### src/rtl/datapath_if.sv
// Bundle between the accumulator datapath and its controller/memory.
// The master side drives control strobes and read data; the slave side is the datapath.
interface datapath_if;
  logic        pcWrite, pcDataSel, memAddressSel, memRead, memWrite;
  logic        ACwrite, ACread, ACaddressSel;
  logic [1:0]  ACdataSel;
  logic [2:0]  ALUcommand;
  logic        IRwritePart1, IRwritePart2, ALUBinputSel, DIwrite;
  logic        resultRegEn, dataRegEn, wordRegEn, CEn, ZEn, NEn;
  logic [3:0]  upcode;
  logic        C, Z, N;
  logic [11:0] memAddr;
  logic [7:0]  memWData, memRData;
  logic        memRd, memWr;

  modport master (
    output pcWrite, pcDataSel, memAddressSel, memRead, memWrite,
           ACwrite, ACread, ACaddressSel, ACdataSel, ALUcommand,
           IRwritePart1, IRwritePart2, ALUBinputSel, DIwrite,
           resultRegEn, dataRegEn, wordRegEn, CEn, ZEn, NEn, memRData,
    input  upcode, C, Z, N, memAddr, memWData, memRd, memWr
  );

  modport slave (
    input  pcWrite, pcDataSel, memAddressSel, memRead, memWrite,
           ACwrite, ACread, ACaddressSel, ACdataSel, ALUcommand,
           IRwritePart1, IRwritePart2, ALUBinputSel, DIwrite,
           resultRegEn, dataRegEn, wordRegEn, CEn, ZEn, NEn, memRData,
    output upcode, C, Z, N, memAddr, memWData, memRd, memWr
  );
endinterface

### src/rtl/datapath.sv
// Accumulator-machine datapath: PC, split instruction register, four-entry AC file,
// ALU with operand/result staging registers and C/Z/N flags. Synchronous active-high reset.
module datapath (
  input  logic      clk,
  input  logic      rst,
  datapath_if.slave bus
);
  logic [11:0] pc_q, pc_d;
  logic [7:0]  ir1_q, ir1_d, ir2_q, ir2_d, di_q, di_d;
  logic [7:0]  dataReg_q, dataReg_d, wordReg_q, wordReg_d, resultReg_q, resultReg_d;
  logic [7:0]  ac_q [4];
  logic [7:0]  ac_d [4];
  logic        c_q, c_d, z_q, z_d, n_q, n_d;

  logic [11:0] addrField;
  logic [1:0]  dstIdx, srcIdx, acIdx;
  logic [7:0]  acOut, acWrData, aluB, aluResult;
  logic [8:0]  aluSum;
  logic        aluCarry;

  assign addrField = {ir1_q[3:0], ir2_q};
  assign dstIdx    = ir1_q[3:2];
  assign srcIdx    = ir1_q[1:0];
  assign acIdx     = bus.ACaddressSel ? srcIdx : dstIdx;
  assign acOut     = bus.ACread ? ac_q[acIdx] : 8'h00;
  assign aluB      = bus.ALUBinputSel ? wordReg_q : di_q;
  assign aluSum    = {1'b0, dataReg_q} + {1'b0, aluB};

  assign bus.upcode   = ir1_q[7:4];
  assign bus.memAddr  = bus.memAddressSel ? addrField : pc_q;
  assign bus.memWData = dataReg_q;
  assign bus.memRd    = bus.memRead;
  assign bus.memWr    = bus.memWrite;
  assign bus.C        = c_q;
  assign bus.Z        = z_q;
  assign bus.N        = n_q;

  always_comb begin
    acWrData = 8'h00;
    case (bus.ACdataSel)
      2'b00:   acWrData = resultReg_q;
      2'b01:   acWrData = di_q;
      2'b10:   acWrData = wordReg_q;
      default: acWrData = 8'h00;
    endcase
  end

  // SUB carry is the unsigned borrow; shifts carry out the bit shifted off.
  always_comb begin
    aluResult = 8'h00;
    aluCarry  = 1'b0;
    case (bus.ALUcommand)
      3'b000: begin aluResult = aluSum[7:0];        aluCarry = aluSum[8];       end
      3'b001: begin aluResult = dataReg_q - aluB;   aluCarry = dataReg_q < aluB; end
      3'b010: aluResult = dataReg_q & aluB;
      3'b011: aluResult = dataReg_q | aluB;
      3'b100: aluResult = ~dataReg_q;
      3'b101: aluResult = aluB;
      3'b110: begin aluResult = {dataReg_q[6:0], 1'b0}; aluCarry = dataReg_q[7]; end
      default: begin aluResult = {1'b0, dataReg_q[7:1]}; aluCarry = dataReg_q[0]; end
    endcase
  end

  // All sources are current-cycle register values, so same-edge reads see old data.
  always_comb begin
    pc_d        = pc_q;
    ir1_d       = ir1_q;
    ir2_d       = ir2_q;
    di_d        = di_q;
    dataReg_d   = dataReg_q;
    wordReg_d   = wordReg_q;
    resultReg_d = resultReg_q;
    c_d         = c_q;
    z_d         = z_q;
    n_d         = n_q;
    for (int i = 0; i < 4; i++) ac_d[i] = ac_q[i];

    if (bus.pcWrite)      pc_d        = bus.pcDataSel ? addrField : pc_q + 12'd1;
    if (bus.IRwritePart1) ir1_d       = bus.memRData;
    if (bus.IRwritePart2) ir2_d       = bus.memRData;
    if (bus.DIwrite)      di_d        = bus.memRData;
    if (bus.dataRegEn)    dataReg_d   = acOut;
    if (bus.wordRegEn)    wordReg_d   = acOut;
    if (bus.resultRegEn)  resultReg_d = aluResult;
    if (bus.CEn)          c_d         = aluCarry;
    if (bus.ZEn)          z_d         = (aluResult == 8'h00);
    if (bus.NEn)          n_d         = aluResult[7];
    if (bus.ACwrite)      ac_d[acIdx] = acWrData;
  end

  always_ff @(posedge clk) begin
    if (rst) begin
      pc_q        <= 12'h000;
      ir1_q       <= 8'h00;
      ir2_q       <= 8'h00;
      di_q        <= 8'h00;
      dataReg_q   <= 8'h00;
      wordReg_q   <= 8'h00;
      resultReg_q <= 8'h00;
      c_q         <= 1'b0;
      z_q         <= 1'b0;
      n_q         <= 1'b0;
      for (int i = 0; i < 4; i++) ac_q[i] <= 8'h00;
    end else begin
      pc_q        <= pc_d;
      ir1_q       <= ir1_d;
      ir2_q       <= ir2_d;
      di_q        <= di_d;
      dataReg_q   <= dataReg_d;
      wordReg_q   <= wordReg_d;
      resultReg_q <= resultReg_d;
      c_q         <= c_d;
      z_q         <= z_d;
      n_q         <= n_d;
      for (int i = 0; i < 4; i++) ac_q[i] <= ac_d[i];
    end
  end
endmodule

### src/flat_wrapper.sv
// flat-port wrapper written by rule: the top's interface ports become plain ports
module datapath_flat 
  (clk, rst, bus_pcWrite, bus_pcDataSel, bus_memAddressSel, bus_memRead, bus_memWrite, bus_ACwrite, bus_ACread, bus_ACaddressSel, bus_ACdataSel, bus_ALUcommand, bus_IRwritePart1, bus_IRwritePart2, bus_ALUBinputSel, bus_DIwrite, bus_resultRegEn, bus_dataRegEn, bus_wordRegEn, bus_CEn, bus_ZEn, bus_NEn, bus_memRData, bus_upcode, bus_C, bus_Z, bus_N, bus_memAddr, bus_memWData, bus_memRd, bus_memWr);
  datapath_if bus_i ();
  input  logic clk;
  input  logic rst;
  input wire logic [$bits(bus_i.pcWrite)-1:0] bus_pcWrite;
  input wire logic [$bits(bus_i.pcDataSel)-1:0] bus_pcDataSel;
  input wire logic [$bits(bus_i.memAddressSel)-1:0] bus_memAddressSel;
  input wire logic [$bits(bus_i.memRead)-1:0] bus_memRead;
  input wire logic [$bits(bus_i.memWrite)-1:0] bus_memWrite;
  input wire logic [$bits(bus_i.ACwrite)-1:0] bus_ACwrite;
  input wire logic [$bits(bus_i.ACread)-1:0] bus_ACread;
  input wire logic [$bits(bus_i.ACaddressSel)-1:0] bus_ACaddressSel;
  input wire logic [$bits(bus_i.ACdataSel)-1:0] bus_ACdataSel;
  input wire logic [$bits(bus_i.ALUcommand)-1:0] bus_ALUcommand;
  input wire logic [$bits(bus_i.IRwritePart1)-1:0] bus_IRwritePart1;
  input wire logic [$bits(bus_i.IRwritePart2)-1:0] bus_IRwritePart2;
  input wire logic [$bits(bus_i.ALUBinputSel)-1:0] bus_ALUBinputSel;
  input wire logic [$bits(bus_i.DIwrite)-1:0] bus_DIwrite;
  input wire logic [$bits(bus_i.resultRegEn)-1:0] bus_resultRegEn;
  input wire logic [$bits(bus_i.dataRegEn)-1:0] bus_dataRegEn;
  input wire logic [$bits(bus_i.wordRegEn)-1:0] bus_wordRegEn;
  input wire logic [$bits(bus_i.CEn)-1:0] bus_CEn;
  input wire logic [$bits(bus_i.ZEn)-1:0] bus_ZEn;
  input wire logic [$bits(bus_i.NEn)-1:0] bus_NEn;
  input wire logic [$bits(bus_i.memRData)-1:0] bus_memRData;
  output wire logic [$bits(bus_i.upcode)-1:0] bus_upcode;
  output wire logic [$bits(bus_i.C)-1:0] bus_C;
  output wire logic [$bits(bus_i.Z)-1:0] bus_Z;
  output wire logic [$bits(bus_i.N)-1:0] bus_N;
  output wire logic [$bits(bus_i.memAddr)-1:0] bus_memAddr;
  output wire logic [$bits(bus_i.memWData)-1:0] bus_memWData;
  output wire logic [$bits(bus_i.memRd)-1:0] bus_memRd;
  output wire logic [$bits(bus_i.memWr)-1:0] bus_memWr;
  assign bus_i.pcWrite = bus_pcWrite;
  assign bus_i.pcDataSel = bus_pcDataSel;
  assign bus_i.memAddressSel = bus_memAddressSel;
  assign bus_i.memRead = bus_memRead;
  assign bus_i.memWrite = bus_memWrite;
  assign bus_i.ACwrite = bus_ACwrite;
  assign bus_i.ACread = bus_ACread;
  assign bus_i.ACaddressSel = bus_ACaddressSel;
  assign bus_i.ACdataSel = bus_ACdataSel;
  assign bus_i.ALUcommand = bus_ALUcommand;
  assign bus_i.IRwritePart1 = bus_IRwritePart1;
  assign bus_i.IRwritePart2 = bus_IRwritePart2;
  assign bus_i.ALUBinputSel = bus_ALUBinputSel;
  assign bus_i.DIwrite = bus_DIwrite;
  assign bus_i.resultRegEn = bus_resultRegEn;
  assign bus_i.dataRegEn = bus_dataRegEn;
  assign bus_i.wordRegEn = bus_wordRegEn;
  assign bus_i.CEn = bus_CEn;
  assign bus_i.ZEn = bus_ZEn;
  assign bus_i.NEn = bus_NEn;
  assign bus_i.memRData = bus_memRData;
  assign bus_upcode = bus_i.upcode;
  assign bus_C = bus_i.C;
  assign bus_Z = bus_i.Z;
  assign bus_N = bus_i.N;
  assign bus_memAddr = bus_i.memAddr;
  assign bus_memWData = bus_i.memWData;
  assign bus_memRd = bus_i.memRd;
  assign bus_memWr = bus_i.memWr;
  datapath u_core (.clk(clk), .rst(rst), .bus(bus_i));
endmodule
### config.mk
export PLATFORM = sky130hd
export DESIGN_NAME = datapath_flat
export DESIGN_NICKNAME = d
export VERILOG_FILES = /design/src/rtl/datapath_if.sv /design/src/rtl/datapath.sv /design/src/flat_wrapper.sv
export SDC_FILE = /design/constraint.sdc
export NUM_CORES = 1
export LEC_CHECK = 0
export CAP_MARGIN = 10
export CORE_UTILIZATION = 62
export CTS_CLUSTER_DIAMETER = 200
export DETAILED_ROUTE_END_ITERATION = 12
export PLACE_DENSITY = 0.89
export REMOVE_ABC_BUFFERS = 1
export SLEW_MARGIN = 10
export SYNTH_ARGS = -nofsm -noshare
export SYNTH_HDL_FRONTEND = slang
export SYNTH_SLANG_ARGS = --single-unit
### constraint.sdc
create_clock -name clk -period 4.87 [get_ports clk]
set_clock_uncertainty 0.05 [all_clocks]
set_input_delay 0.974 -clock clk [delete_from_list [all_inputs] [get_ports clk]]
set_output_delay 0.974 -clock clk [all_outputs]
set_load 0.02 [all_outputs]
==> run summary <==
H-tree depth -> 3
Worst Min Path Start -> u_core.resultReg_q[4]
vias in the first global route -> 4709
final sum of negative setup slack -> 0 ps
relative slew slack -> 0.279
nets@finish -> 728
Vias/cell -> 6.24
Clock Tree Buf Depth -> 2
Final Cycle Share -> 0.809
first-pass GRT wire length -> 23400 microns
Cell variety after synth -> 61
worst reg2reg path startpoint -> u_core.di_q[0]
worst hold stages -> 2
CTS Buf Count -> 9
Row Count -> 34
number of hold violations in the final report -> 0
Initial Util -> 0.645
FF-to-FF path depth -> 11
wire per inst -> 18.2 microns
final instance area -> 6390 sq um
power consumption -> 0.00176 W
detailed-router iteration count before antenna repair -> 9
number of enable flip-flop cells after synthesis -> 0
Detailed Route WL -> 14200 microns
crit end category -> flop
RSZ-0062 raised after global routing -> no
end of the worst register-to-register path -> u_core.bus.Z
# diodes -> 0
max-cap violation count -> 0
max-slew violation count -> 0
grt total ovfl -> 0
busiest grt layer -> met2
TritonCTS clock tree -> built
part of the Yosys area used for sequential elements -> 0.335
layout overhead on the synthesized area -> 12.5%
number of fill cells -> 637
final std cells w/o fill -> 780
total global-route track usage -> 0.306
Synth Warn # -> 0
CP arrival -> 4170 ps
met3 Use GR -> 0.0487
worst min path class -> reg2reg
synthesized area per cell -> 8.83 sq um
#FFs+latches synth -> 95
reg-to-reg setup timing slack -> 1980 ps
clk sinks -> 95
ys flop type -> dfxtp_1
CP Launch Type -> primary input
post-detailed-route count of antenna-violating nets -> 0
failing checks -> DRC
hold buffers post-CTS -> 0
Crit path required time -> 5100 ps
DRC violations left -> 2
endpoints failing setup -> 0
initial antenna violation count -> 0
Post-CTS Setup Inserts -> 0
VDD IR max -> 0.277 mV
hold path endpoint -> u_core.resultReg_q[4]
# placed instances -> 764
min Tclk post-route -> 3940 ps
IO buf count -> 57
Clk pin slew, worst setup/hold paths -> 90 ps
placed cell area -> 6170 sq um
IO Pins -> 62
number of DRC markers in iteration 0 -> 286
chip width -> 97.8 microns
core area -> 8810 sq um
layout cells sized above 1 -> 0.0923
async set-or-reset flop fraction in the synthesized netlist -> 0
met1 Resource Use GR -> 0.390
cts repair resizes -> 0
Slew @ Worst Pin -> 1080 ps
DP HPWL -> 10200 microns
LEAKAGE -> 2.56 nW
routability congestion estimate -> 0.916
Clock Latency Late Sink -> 370 ps
pwr/cell area -> 276 nW/um^2
DIE AREA -> 9560 sq um
Max Fclk -> 254 MHz
Root Driver -> clkbuf_8
maximum fanout along the worst path -> 6
met2 usage -> 0.521
Via Count -> 4871
CP Class -> in2reg
Die Span Y -> 97.8 microns
largest net degree at the start of global routing -> 50
run status -> finished, violations left
synthesized netlist cell count -> 644
Synth Cell Area -> 5680 sq um
sequential cells by signal (all words and copies together) (netlist names), 8 cells and up:
name and count:
u_core.ac_q 32, u_core.pc_q 12, u_core.bus.memWData 8, u_core.di_q 8
u_core.ir1_q 8, u_core.ir2_q 8, u_core.resultReg_q 8, u_core.wordReg_q 8
layout make-up:
type,count,area [sq um],area share
clock buffers,11,151,0.0237
clock inverters,5,72.6,0.0114
inverters,28,105,0.0164
multi-input cells,469,3410,0.533
flip-flops and latches,95,1900,0.298
well taps,108,135,0.0211
repair buffers,64,618,0.0967
cell usage in the layout (no fill, tap or decap), types with 3 or more instances in the layout:
cell and instances:
nand2_1 20, a211oi_1 37, inv_1 28, mux2_4 3, o31ai_1 5, nand3_1 5
o21bai_1 3, mux2i_1 65, nand2b_1 9, mux4_2 8, a211oi_2 3, nor3_1 6
and3_1 9, a21oi_1 24, nor2b_1 6, and2_1 8, a22o_1 7, o22ai_1 4
clkbuf_8 11, mux2_2 14, buf_4 7, ha_1 26, o21ai_0 16, a22oi_1 15
nor2_1 127, clkdlybuf4s50_1 56, xnor2_1 5, dfxtp_1 95, o211ai_1 8
cells in the mapped netlist (all sizes together), types with 3 or more instances:
| library cell | number | area (sq um) |
|---|---|---|
| mux4 | 8 | 180 |
| ha | 26 | 325 |
| a21oi | 24 | 120 |
| nand3 | 6 | 35.0 |
| o211ai | 8 | 60.1 |
| a22o | 7 | 61.3 |
| nand2b | 9 | 56.3 |
| buf | 33 | 198 |
| o31ai | 5 | 37.5 |
| a22oi | 15 | 113 |
| nor2b | 7 | 46.3 |
| inv | 28 | 105 |
| a211oi | 40 | 315 |
| o221ai | 4 | 47.6 |
| nor2 | 128 | 497 |
| o22ai | 4 | 25.0 |
| nor3 | 6 | 30.0 |
| o21bai | 3 | 22.5 |
| dfxtp | 95 | 1900 |
| mux2i | 66 | 673 |
| nand2 | 20 | 75.1 |
| o21ai | 18 | 90.1 |
| and2 | 8 | 50.1 |
| xnor2 | 5 | 43.8 |
| clkbuf | 19 | 71.3 |
| and3 | 9 | 56.3 |
| mux2 | 17 | 203 |
kinds of logic (layout without fill, tap and decap cells):
family	count (synthesis)	in the layout	synth area share
buffers and inverters	80	108	0.0658
muxes	91	91	0.186
xor gates and xnor gates	5	5	0.00770
and+or+nand+nor	204	204	0.164
DFF	95	95	0.335
adders and majority gates	28	28	0.0643
AOI/OAI and AO/OA	141	141	0.178
through the flow:
step	hold WS (ps)	worst slack, ps	util
6_report	449	931	0.726
5_1_grt	458	785	0.726
4_1_cts	440	989	0.726
3_5_place_dp	428	610	0.700
3_3_place_gp	422	691	0.700
2_1_floorplan	407	1790	-
worst max-delay path, cell delays in order:
cell,delay (ps)
clkdlybuf4s50_1,730
mux2i_1,360
inv_1,110
ha_1,220
fa_1,420
xnor2_1,160
nor3b_1,70
a211oi_2,220
o22ai_1,130
nor4_1,440
nand4_1,140
o31ai_1,190
how the worst max path moves through the flow:
| stage | slack, ps | start | depth (start not counted) | endpoint |
|---|---|---|---|---|
| floorplan | 1790 | bus_ALUBinputSel | 11 | u_core.resultReg_q[6] |
| global placement | 690 | bus_ALUBinputSel | 12 | u_core.bus.Z |
| detailed placement | 610 | bus_ALUBinputSel | 12 | u_core.bus.Z |
| CTS | 990 | bus_ALUBinputSel | 12 | u_core.bus.Z |
| global route | 780 | bus_ALUBinputSel | 12 | u_core.bus.Z |
| finish | 930 | bus_ALUBinputSel | 12 | u_core.bus.Z |
layer usage:
metal | part of all wire | wire length, microns | vias to the layer above
li1 | - | - | 2328
met2 | 0.49 | 6950 | 188
met3 | 0.057 | 816 | 32
met5 | 0 | 0 | -
met1 | 0.43 | 6090 | 2323
met4 | 0.025 | 358 | 0
where the power goes:
part	leakage (nW)	internal (W)	switching, W
logic	1.67	0.000158	0.000190
registers	0.776	0.000814	0.0000322
clock network	0.113	0.000274	0.000293
(Power assumes the default switching activity.)
